==> src/rtl/wb_scoreboard_stage_pkg.sv <==
// Shared widths and index type for the MEM/WB writeback stage and its
// pending-write scoreboard.
package wb_scoreboard_stage_pkg;

  localparam int DATA_W = 32;
  localparam int NREG   = 16;
  localparam int REG_W  = $clog2(NREG);
  localparam int CNT_W  = 2;

  localparam logic [CNT_W-1:0] CNT_MAX = '1;
  localparam logic [CNT_W-1:0] CNT_ONE = CNT_W'(1);

  typedef logic [REG_W-1:0] reg_idx_t;

endpackage

==> src/rtl/wb_scoreboard.sv <==
// Per-register in-flight write counters, the decode hazard check and the
// sticky overflow/underflow flags.
module wb_scoreboard
  import wb_scoreboard_stage_pkg::*;
(
  input  logic             clk,
  input  logic             rst,
  input  logic             inc,
  input  logic [REG_W-1:0] inc_idx,
  input  logic             retire,
  input  logic [REG_W-1:0] retire_idx,
  input  logic [REG_W-1:0] src1,
  input  logic [REG_W-1:0] src2,
  input  logic             two_src,
  output logic             hazard,
  output logic             sb_ovf,
  output logic             sb_unf
);

  logic [CNT_W-1:0] cnt_q [NREG];
  logic [NREG-1:0]  pend;

  logic same_reg;
  logic inc_eff;
  logic ret_eff;
  logic inc_sat;
  logic ret_empty;

  // An issue and a retire on the same register cancel, so neither can
  // saturate or underflow that counter.
  assign same_reg  = inc & retire & (inc_idx == retire_idx);
  assign inc_eff   = inc & ~same_reg;
  assign ret_eff   = retire & ~same_reg;
  assign inc_sat   = inc_eff & (cnt_q[inc_idx] == CNT_MAX);
  assign ret_empty = ret_eff & (cnt_q[retire_idx] == '0);

  always_ff @(posedge clk or posedge rst) begin
    if (rst) begin
      for (int i = 0; i < NREG; i++) begin
        cnt_q[i] <= '0;
      end
      sb_ovf <= 1'b0;
      sb_unf <= 1'b0;
    end else begin
      for (int i = 0; i < NREG; i++) begin
        if (inc_eff && !inc_sat && (inc_idx == REG_W'(i))) begin
          cnt_q[i] <= cnt_q[i] + CNT_ONE;
        end else if (ret_eff && !ret_empty && (retire_idx == REG_W'(i))) begin
          cnt_q[i] <= cnt_q[i] - CNT_ONE;
        end
      end
      sb_ovf <= sb_ovf | inc_sat;
      sb_unf <= sb_unf | ret_empty;
    end
  end

  // The last outstanding write is committed on this cycle's falling edge,
  // so decode can already read it and need not stall.
  always_comb begin
    pend = '0;
    for (int i = 0; i < NREG; i++) begin
      pend[i] = (cnt_q[i] != '0) &
                ~((cnt_q[i] == CNT_ONE) & retire & (retire_idx == REG_W'(i)));
    end
  end

  assign hazard = pend[src1] | (two_src & pend[src2]);

endmodule

==> src/rtl/wb_scoreboard_stage.sv <==
// MEM/WB pipeline register, writeback value select and register-file write
// port, plus the pending-write scoreboard used by decode to stall.
module wb_scoreboard_stage
  import wb_scoreboard_stage_pkg::*;
(
  input  logic              clk,
  input  logic              rst,
  input  logic              freeze,
  input  logic              mem_wb_en,
  input  logic              mem_r_en,
  input  logic [DATA_W-1:0] mem_alu_res,
  input  logic [DATA_W-1:0] mem_rdata,
  input  logic [REG_W-1:0]  mem_dest,
  input  logic              issue_en,
  input  logic              issue_wb,
  input  logic [REG_W-1:0]  issue_dest,
  input  logic [REG_W-1:0]  src1,
  input  logic [REG_W-1:0]  src2,
  input  logic              two_src,
  output logic              WB_EN,
  output logic [REG_W-1:0]  destWB,
  output logic [DATA_W-1:0] valueWB,
  output logic              hazard,
  output logic              sb_ovf,
  output logic              sb_unf
);

  logic              wb_en_q;
  logic              r_en_q;
  logic [DATA_W-1:0] alu_q;
  logic [DATA_W-1:0] rdata_q;
  reg_idx_t          dest_q;
  logic              fresh_q;
  logic              inc;

  // fresh_q marks the first cycle an instruction sits in MEM/WB; a frozen
  // instruction stays put but must only write and retire once.
  always_ff @(posedge clk or posedge rst) begin
    if (rst) begin
      wb_en_q <= 1'b0;
      r_en_q  <= 1'b0;
      alu_q   <= '0;
      rdata_q <= '0;
      dest_q  <= '0;
      fresh_q <= 1'b0;
    end else if (!freeze) begin
      wb_en_q <= mem_wb_en;
      r_en_q  <= mem_r_en;
      alu_q   <= mem_alu_res;
      rdata_q <= mem_rdata;
      dest_q  <= mem_dest;
      fresh_q <= 1'b1;
    end else begin
      fresh_q <= 1'b0;
    end
  end

  assign WB_EN   = wb_en_q & fresh_q;
  assign destWB  = dest_q;
  assign valueWB = r_en_q ? rdata_q : alu_q;

  // issue_en is a single-cycle qualifier with no back-pressure of its own:
  // a transfer happens on any rising edge where issue_en=1 and freeze=0.
  assign inc = issue_en & issue_wb & ~freeze;

  wb_scoreboard u_sb (
    .clk        (clk),
    .rst        (rst),
    .inc        (inc),
    .inc_idx    (issue_dest),
    .retire     (WB_EN),
    .retire_idx (dest_q),
    .src1       (src1),
    .src2       (src2),
    .two_src    (two_src),
    .hazard     (hazard),
    .sb_ovf     (sb_ovf),
    .sb_unf     (sb_unf)
  );

endmodule

==> config.mk <==
export PLATFORM = sky130hd
export DESIGN_NAME = wb_scoreboard_stage
export DESIGN_NICKNAME = d
export VERILOG_FILES = /design/src/rtl/wb_scoreboard_stage_pkg.sv /design/src/rtl/wb_scoreboard.sv /design/src/rtl/wb_scoreboard_stage.sv
export SDC_FILE = /design/constraint.sdc
export NUM_CORES = 1
export LEC_CHECK = 0
export ABC_AREA = 0
export CAP_MARGIN = 10
export CORE_MARGIN = 1.5
export CORE_UTILIZATION = 53
export DETAILED_ROUTE_END_ITERATION = 8
export GPL_ROUTABILITY_DRIVEN = 0
export PLACE_DENSITY = 0.86
export SLEW_MARGIN = 0
export SYNTH_ARGS = -nofsm -noshare
export SYNTH_HDL_FRONTEND = slang
export SYNTH_HIERARCHICAL = 1
export SYNTH_SLANG_ARGS = --single-unit
==> constraint.sdc <==
create_clock -name clk -period 2.7 [get_ports clk]
set_input_delay 0.405 -clock clk [delete_from_list [all_inputs] [get_ports clk]]
set_output_delay 0.405 -clock clk [all_outputs]
set_load 0.1 [all_outputs]
==> results of run 1 <==
## cells by family (layout without fill, tap and decap cells)
| logic type | count (synthesis) | in the layout | synth area share [%] |
|---|---|---|---|
| buffers and inverters | 76 | 226 | 6.89 |
| AO/OA/AOI/OAI | 96 | 96 | 10.4 |
| flip-flops | 105 | 105 | 38.2 |
| AND/OR/NAND/NOR | 141 | 141 | 10.8 |
| adder cells (fa/ha/maj) | 32 | 32 | 5.81 |
| multiplexers | 118 | 118 | 25.4 |
| XOR/XNOR | 20 | 20 | 2.54 |
## area by class of cell
| cell class | instances | area [um2] |
|---|---|---|
| Tap cell | 172 | 215 |
| Timing Repair Buffer | 171 | 1990 |
| Clock buffer | 12 | 256 |
| Fill cell | 796 | 3480 |
| Multi-Input combinational cell | 407 | 3890 |
| Inverter | 39 | 146 |
| Sequential cell | 105 | 2630 |
| Clock inverter | 4 | 51.3 |
## worst paths after layout
path | from | to | slack (ps) | depth (start not counted)
worst min-delay path | u_sb/sb_unf | u_sb/sb_unf | 470 | 1
worst min register to register | u_sb/sb_unf | u_sb/sb_unf | 470 | 1
worst max-delay path | destWB[0] | hazard | -240 | 7
worst max register to register | destWB[1] | u_sb/cnt_q[4] | 200 | 7
max in group asynchronous | rst | destWB[1] | 1560 | 3
min in group asynchronous | rst | alu_q[8] | 480 | 2
## layer usage
metal | routed length [um] | part of all wire (%) | vias up | track usage [%]
li1 | - | - | 2431 | -
met2 | 9660 | 48 | 411 | 52.7
met1 | 7140 | 36 | 2730 | 36.8
met4 | 1060 | 5.3 | 0 | 16.5
met5 | 0 | 0 | - | 0
met3 | 2070 | 10 | 114 | 8.91
## cells in the final DEF, fill, tap and decap left out, drive strengths merged, types with 19 or more instances in the layout
cell	instances
mux2	103
o22ai	23
inv	39
clkdlybuf4s50	86
ha	32
nand3	19
nor2	31
dfrtp	105
buf	84
nand2	23
## worst max-delay path: cells and delay by family, from the launching register on
family	cells	cell delay [ps]
flip-flops	1	440
buffers and inverters	2	330
AND/OR/NAND/NOR	3	830
AO/OA/AOI/OAI	2	570
## flip-flops by register name, indices dropped and copies added (netlist names)
name,flops
u_sb/sb_ovf,1
destWB,4
r_en_q,1
u_sb/sb_unf,1
u_sb/cnt_q,32
wb_en_q,1
rdata_q,32
alu_q,32
fresh_q,1
## power groups by stage
stage / registers, mW / clock network [mW] / logic [mW]
2_1_floorplan: 2.24 / 0 / 2.29
3_3_place_gp: 2.29 / 0 / 3.25
3_5_place_dp: 2.31 / 0 / 3.41
4_1_cts: 2.29 / 1.39 / 3.51
5_1_grt: 2.35 / 1.45 / 3.78
6_report: 2.32 / 1.37 / 3.57
## repair_timing
item                       4_1_cts  5_1_grt
gates cloned                     0        0
hold endpoints to repair         0        0
pin swaps                        2        3
gates resized for setup         12        6
setup buffers                    6        0
setup endpoints to repair        1        8
## through the flow
step / utilization (%) / instance area (um2) / instances / hold slack [ps] / TNS, ps
finish: 72.5 / 9190 / 910 / 469 / -237
global route: 72.5 / 9190 / 910 / 502 / -254
CTS: 72.4 / 9170 / 910 / 477 / -188
detailed placement: 69.1 / 8750 / 888 / 458 / -4190
global placement: 69.1 / 8750 / 888 / 452 / -2430
floorplan: - / 6980 / 588 / 474 / -649
==> flow_summary.json, run 1 <==
{
  "outcome": "finished, violations left",
  "violations": "setup timing",
  "yosysSeqAreaShare_pct": 38.2,
  "ys_ff_latch": 105,
  "route.detailed.drc": 0,
  "peakVddDrop_v": 0.000388,
  "cts_inserted_buffers": 9,
  "final_nets": 853,
  "syn_to_final_growth_pct": 33.5,
  "chip_width_um": 117,
  "core_region_area_um2": 12700,
  "placement.io_buffers": 127,
  "cpMaxStageDelayCell": "sky130_fd_sc_hd__dfrtp_2",
  "syn-num-nets": 708,
  "post-route-min-period_ps": 2940,
  "post_synth_instance_area_um2": 6890,
  "timing.critical_path.fanout_max": 5,
  "cts_buffer_depth": 2,
  "wire_length_of_the_first_global_routing_pass_um": 32200,
  "postSynthAreaPerCell_um2": 11.7,
  "preCtsSetupSlack_ps": -269,
  "netSwitchingPower_mw": 3.02,
  "max_slew_violation_count": 0,
  "floorplan.initialDensity_pct": 54.3,
  "fp.dieArea_um2": 13700,
  "final.setup_skew_ps": 5.42,
  "tritoncts_num_sinks": 105,
  "finalWorstSetupSlack_ps": -237,
  "post-route-period-util_pct": 109,
  "die-height_um": 117,
  "power_leakage_nw": 3.94,
  "drt-wirelength-per-cell_um": 21.9,
  "overflow": 0,
  "cp-start-kind": "flip-flop",
  "criticalPathCategory": "reg2out",
  "post-dp-hpwl_um": 14700,
  "std_cell_rows": 41,
  "synth_area_leader_cell": "sky130_fd_sc_hd__dfrtp_1",
  "antenna_left": 0,
  "ys_async_sr_fraction_pct": 100,
  "synthDistinctLibCells": 55,
  "yosys.cell_count.top_type": "sky130_fd_sc_hd__dfrtp_1",
  "initialDrtViolationCount": 679,
  "antenna_found_initial": 0,
  "synth_enable_flop_cells": 0,
  "dominantRegCellSynth": "sky130_fd_sc_hd__dfrtp_1",
  "synthCells": 588,
  "cts_tree": "yes",
  "wl_um": 19900,
  "endpoint_kind": "output port",
  "ioPinCount": 128,
  "comb_power_share_pct": 49.1,
  "cts.reportedPaths.clkPinSlew_ps": 70,
  "p_per_area_nw_per_um2": 791,
  "worstPathCellList": "buf_12 -> and2_2 -> a41oi_1 -> o22ai_1 -> or4_1 -> nand4_1 -> buf_12",
  "synth_top_cells_by_area": "sky130_fd_sc_hd__dfrtp_1 (38%), sky130_fd_sc_hd__mux2_4 (15%), sky130_fd_sc_hd__ha_1 (5.8%)",
  "largest_incremental_delay_on_the_critical_path_ps": 440,
  "p_int_mw": 4.24,
  "setup-violations-final": 1,
  "measured_slew_at_the_worst_slew_check_pin_ps": 636,
  "cts_root_buf": "sky130_fd_sc_hd__clkbuf_16",
  "finalHoldViolations": 0,
  "grt_start_max_net_pins": 45,
  "route.detailed.vias_per_inst": 6.25,
  "sw_ratio_pct": 41.6,
  "htree_levels": 3,
  "ys_warn_count": 6,
  "timing.critical_path.mode_cell": "sky130_fd_sc_hd__buf_12",
  "drt_pass1_iterations": 6,
  "total_power_mw": 7.27,
  "clock_latency_late_sink_ps": 360,
  "min-delay-path-class": "reg2reg",
  "power.share.sequential_pct": 32.0,
  "maxCapViolations": 0,
  "setup_repair_after_global_routing_missed_its_margin": "true",
  "synth.top_cell.area_share_pct": 38.2,
  "cts_hold_buf": 0,
  "route.vias.total": 5686,
  "cp_data_arrival_time_ps": 2530,
  "max_transition_margin_pct": 57.3,
  "grt_use_total_pct": 31.4,
  "antenna-diode-count": 0,
  "grt_pass1_vias": 6043,
  "fmax_ghz": 0.340,
  "post_route_cells_drive_above_1_share_pct": 34.4,
  "synth_commonest_cells": "sky130_fd_sc_hd__dfrtp_1 (105), sky130_fd_sc_hd__mux2_4 (70), sky130_fd_sc_hd__inv_1 (38), sky130_fd_sc_hd__mux2_2 (33), sky130_fd_sc_hd__ha_1 (32)",
  "clockPowerShare_pct": 18.9,
  "timing.critical_path.required_ps": 2300
}
Power figures use the tool's default switching activity.
==> run 2, diff against run 1 <==
--- a/config.mk
+++ b/config.mk
@@ -11,7 +11,8 @@
 export CORE_UTILIZATION = 53
 export DETAILED_ROUTE_END_ITERATION = 8
 export GPL_ROUTABILITY_DRIVEN = 0
-export PLACE_DENSITY = 0.86
+export PLACE_DENSITY = 0.8
+export SETUP_SLACK_MARGIN = 0.3
 export SLEW_MARGIN = 0
 export SYNTH_ARGS = -nofsm -noshare
 export SYNTH_HDL_FRONTEND = slang
==> flow_summary.json, run 2 (synthesis gave the netlist of run 1 again) <==
{
  "outcome": "finished, violations left",
  "violations": "setup timing",
  "fmax_ghz": 0.339,
  "grt_use_total_pct": 29.2,
  "antenna_left": 0,
  "route.vias.total": 5640,
  "clock_latency_late_sink_ps": 340,
  "floorplan.initialDensity_pct": 54.3,
  "core_region_area_um2": 12700,
  "largest_incremental_delay_on_the_critical_path_ps": 510,
  "worstPathCellList": "and2_4 -> nor2b_4 -> a41oi_2 -> mux4_2 -> mux2_4 -> nand3_2 -> nand4_1 -> buf_12",
  "reg.largest.list": "alu_q (32), rdata_q (32), u_sb/cnt_q (32)",
  "std_cell_rows": 41,
  "tritoncts_num_sinks": 105,
  "measured_slew_at_the_worst_slew_check_pin_ps": 695,
  "finalNonFillerCells": 920,
  "crit_buf_inv": 1,
  "max_slew_violation_count": 0,
  "fp.dieArea_um2": 13700,
  "grt_start_max_net_pins": 45,
  "total_power_mw": 7.26,
  "setup_repair_after_global_routing_missed_its_margin": "true",
  "route.detailed.vias_per_inst": 6.13,
  "criticalPathCategory": "reg2out",
  "route.detailed.drc": 0,
  "placement.io_buffers": 127,
  "dp.cells": 888,
  "grt_pass1_vias": 5885,
  "cts_tree": "yes",
  "timing.critical_path.required_ps": 2300,
  "peakVddDrop_v": 0.000437,
  "cts_buffer_depth": 2,
  "setup-violations-final": 1,
  "maxCapViolations": 0,
  "finalHoldViolations": 0,
  "worst_path_dominant_cell_family": "multiplexers",
  "initialDrtViolationCount": 567,
  "syn_to_final_growth_pct": 35.4,
  "die-height_um": 117,
  "fillers": 789,
  "max_transition_margin_pct": 53.7,
  "layout_common_cells": "sky130_fd_sc_hd__dfrtp_1 (101), sky130_fd_sc_hd__clkdlybuf4s50_1 (83), sky130_fd_sc_hd__mux2_4 (71)",
  "ioPinCount": 128,
  "drt_pass1_iterations": 6,
  "cp_data_arrival_time_ps": 2550,
  "final_nets": 863,
  "drt-wirelength-per-cell_um": 21.5,
  "fin_hold_ws_ps": 461,
  "post-route-min-period_ps": 2950,
  "post-dp-hpwl_um": 14100,
  "power_leakage_nw": 4.02,
  "timing.critical_path.fanout_max": 8,
  "post_route_cells_drive_above_1_share_pct": 35.3,
  "commonest_non_fill_non_tap_cell_in_the_layout": "sky130_fd_sc_hd__dfrtp_1",
  "cts.reportedPaths.clkPinSlew_ps": 70,
  "p_per_area_nw_per_um2": 779,
  "wire_length_of_the_first_global_routing_pass_um": 30400,
  "min-delay-path-class": "reg2reg",
  "antenna_found_initial": 0,
  "cts_inserted_buffers": 9,
  "overflow": 0,
  "final.setup_skew_ps": 4.77,
  "wl_um": 19800,
  "post-route-period-util_pct": 109,
  "chip_width_um": 117,
  "htree_levels": 3,
  "cp-start-kind": "flip-flop",
  "endpoint_kind": "output port",
  "finalWorstSetupSlack_ps": -252,
  "cts_root_buf": "sky130_fd_sc_hd__clkbuf_16",
  "cpMaxStageDelayCell": "sky130_fd_sc_hd__mux4_2",
  "cts_hold_buf": 0,
  "antenna-diode-count": 0
}
-- run 2: cell types whose count changed in the layout (fill, tap and decap cells not counted), sizes merged --
cell	delta
dlygate4sd2	+2
dlymetal6s2s	+1
bufbuf	+2
buf	+9
clkinv	-1
clkinvlp	-1
inv	+1
clkdlybuf4s50	-3
-- run 2: final timing paths --
path                             startpoint              to  slack [ps]  depth (start not counted)
worst max-delay path                wb_en_q          hazard        -250                          8
worst min-delay path            u_sb/sb_unf     u_sb/sb_unf         460                          1
worst max register to register    destWB[0]  u_sb/cnt_q[27]         320                          8
worst min register to register  u_sb/sb_unf     u_sb/sb_unf         460                          1
max in group asynchronous               rst      rdata_q[4]        1590                          3
min in group asynchronous               rst        alu_q[5]         470                          2
-- run 2: area by class of cell --
cell class,instances,area (um2),share of cell area (%)
inverter,39,146,1.57
clock buffer,13,250,2.68
tap,172,215,2.31
timing repair buffer,181,2100,22.5
clock inverter,3,47.5,0.510
sequential,105,2630,28.2
multi-input combinational,407,3930,42.1
-- run 2: timing repair --
item                       CTS  global route
setup endpoints to repair   16            15
setup buffers                9             5
pin swaps                    3             2
cloned                       2             0
resized for setup           13            10
-- run 2: per-layer routing --
layer	GRT usage [%]	vias to the layer above	part of all wire, %	wire length, um
li1	-	2461	-	-
met1	36.0	2729	38	7450
met2	47.9	371	48	9460
met3	8.29	79	10	2000
met4	13.7	0	4.4	862
met5	0	-	0	0
-- run 2: power breakdown --
group	internal, mW	switching [mW]	total, mW
logic	1.60	2.00	3.61
registers	1.90	0.415	2.32
clock network	0.752	0.580	1.33
-- run 2: stage by stage --
step / setup TNS [ps] / cell area (um2) / setup slack (ps) / util [%]
after floorplan: -649 / 6980 / -649 / -
after global placement: -2520 / 8750 / -166 / 69.1
after detailed placement: -3410 / 8750 / -224 / 69.1
after CTS: -201 / 9230 / -201 / 72.9
after global routing: -302 / 9320 / -302 / 73.6
final: -252 / 9320 / -252 / 73.6
==> run 3, diff against run 2 <==
--- a/config.mk
+++ b/config.mk
@@ -8,10 +8,10 @@
 export ABC_AREA = 0
 export CAP_MARGIN = 10
 export CORE_MARGIN = 1.5
-export CORE_UTILIZATION = 53
+export CORE_UTILIZATION = 32
 export DETAILED_ROUTE_END_ITERATION = 8
 export GPL_ROUTABILITY_DRIVEN = 0
-export PLACE_DENSITY = 0.8
+export PLACE_DENSITY = 0.52
 export SETUP_SLACK_MARGIN = 0.3
 export SLEW_MARGIN = 0
 export SYNTH_ARGS = -nofsm -noshare
==> flow_summary.json, run 3 (synthesis gave the netlist of run 1 again) <==
{
  "outcome": "finished, violations left",
  "violations": "setup timing",
  "final.setup_skew_ps": 5.42,
  "peakVddDrop_v": 0.000424,
  "fp.dieArea_um2": 22400,
  "fmax_ghz": 0.340,
  "power_leakage_nw": 4.03,
  "worst_path_dominant_cell_family": "multiplexers",
  "antenna_found_initial": 0,
  "cp-start-kind": "flip-flop",
  "fillers": 1963,
  "r2r.worst_path.cells": 7,
  "drt_pass1_iterations": 5,
  "antenna-diode-count": 0,
  "post-route-min-period_ps": 2940,
  "final_core_util_pct": 44.9,
  "layout_common_cells": "sky130_fd_sc_hd__dfrtp_1 (101), sky130_fd_sc_hd__clkdlybuf4s50_1 (83), sky130_fd_sc_hd__mux2_4 (71)",
  "criticalPathCategory": "reg2out",
  "preCtsSetupSlack_ps": -280,
  "htree_levels": 3,
  "setup_repair_after_global_routing_missed_its_margin": "true",
  "measured_slew_at_the_worst_slew_check_pin_ps": 564,
  "placement.io_buffers": 127,
  "worst-r2r-setup-slack_ps": 390,
  "endpoint_kind": "output port",
  "antenna_left": 0,
  "route.vias.total": 5417,
  "cp_data_arrival_time_ps": 2540,
  "multi_input_area_um2": 3920,
  "cts_root_buf": "sky130_fd_sc_hd__clkbuf_16",
  "worstPathCellList": "buf_6 -> nor3b_4 -> a31oi_1 -> mux4_2 -> mux2_4 -> nand3_2 -> nand4_1 -> buf_12",
  "r2r_end": "u_sb/cnt_q[7]",
  "finalHoldViolations": 0,
  "commonest_non_fill_non_tap_cell_in_the_layout": "sky130_fd_sc_hd__dfrtp_1",
  "post_route_cells_drive_above_1_share_pct": 36.0,
  "route.detailed.drc": 0,
  "std_cell_rows": 53,
  "reg2reg_from": "u_sb/cnt_q[24]",
  "wire_length_of_the_first_global_routing_pass_um": 31900,
  "wl_um": 19900,
  "drt-wirelength-per-cell_um": 19.4,
  "syn_to_final_growth_pct": 37.6,
  "total_negative_slack_ps": -240,
  "die-height_um": 150,
  "max_slew_violation_count": 0,
  "p_per_area_nw_per_um2": 757,
  "overflow": 0,
  "cpMaxStageDelayCell": "sky130_fd_sc_hd__mux4_2",
  "final_nets": 867,
  "clock_latency_late_sink_ps": 350,
  "floorplan.initialDensity_pct": 32.7,
  "crit_buf_inv": 2,
  "post-dp-hpwl_um": 15100,
  "core_region_area_um2": 21100,
  "cp.depth": 8,
  "route.detailed.vias_per_inst": 5.28,
  "maxCapViolations": 0,
  "timing.critical_path.fanout_max": 5,
  "grt_start_max_net_pins": 72,
  "grt_pass1_vias": 5749,
  "finalWorstSetupSlack_ps": -240,
  "cts_buffer_depth": 2,
  "chip_width_um": 150,
  "max_transition_margin_pct": 62.4,
  "grt_use_total_pct": 18.5,
  "initialDrtViolationCount": 301,
  "post-route-period-util_pct": 109,
  "tritoncts_num_sinks": 105,
  "timing.critical_path.required_ps": 2300,
  "cts_tree": "yes",
  "min-delay-path-class": "in2async",
  "reg.largest.list": "alu_q (32), rdata_q (32), u_sb/cnt_q (32)",
  "cts_inserted_buffers": 9,
  "cts.reportedPaths.clkPinSlew_ps": 70,
  "ioPinCount": 128,
  "layout.area.seq_um2": 2630,
  "setup-violations-final": 1,
  "largest_incremental_delay_on_the_critical_path_ps": 470
}
-- run 3: changes by cell type in the layout (fill, tap and decap cells not counted), sizes merged --
cell	delta
bufinv	-1
clkbuf	-2
clkinv	+2
inv	-1
dlygate4sd2	-1
clkinvlp	+2
buf	+4
-- run 3: area by class of cell --
cell class,count,area share (%)
clock buffers,10,2.42
clock inverters,5,0.476
inverters,39,1.55
multi-input cells,407,41.3
flip-flops and latches,105,27.8
well taps,275,3.63
repair buffers,185,22.8
-- run 3: how the worst max path moves through the flow --
| stage | startpoint | to | slack, ps |
|---|---|---|---|
| finish | destWB[2] | hazard | -240 |
| global route | wb_en_q | hazard | -310 |
| CTS | destWB[2] | hazard | -270 |
| detailed placement | issue_dest[0] | u_sb/cnt_q[7] | -280 |
| global placement | issue_dest[0] | u_sb/cnt_q[13] | -260 |
| floorplan | destWB[1] | hazard | -650 |
-- run 3: timing repair --
action                     CTS  global route
hold buffers                 0             0
pin swaps                    3             4
setup endpoints to repair   22            15
cloned                       2             0
hold endpoints to repair     0             0
resized for setup           11            13
setup buffers                4             3
-- run 3: metrics by stage --
stage	hold slack, ps	power, mW	cells	cell area, um2
after detailed placement	459	5.78	1002	8990
after global placement	460	5.70	1002	8990
after global routing	489	7.56	1026	9470
after floorplan	474	4.53	588	6980
final	434	7.17	1026	9470
after CTS	444	7.16	1023	9400
-- run 3: per-layer routing --
layer	GRT usage, %	part of all wire [%]
met1	23.4	43
met4	6.91	2.1
met5	0	0
met2	29.2	47
met3	6.19	8.4
-- run 3: power breakdown --
group / switching (mW) / total [mW] / internal (mW)
sequential: 0.395 / 2.30 / 1.90
combinational: 1.99 / 3.61 / 1.63
clock: 0.626 / 1.26 / 0.630
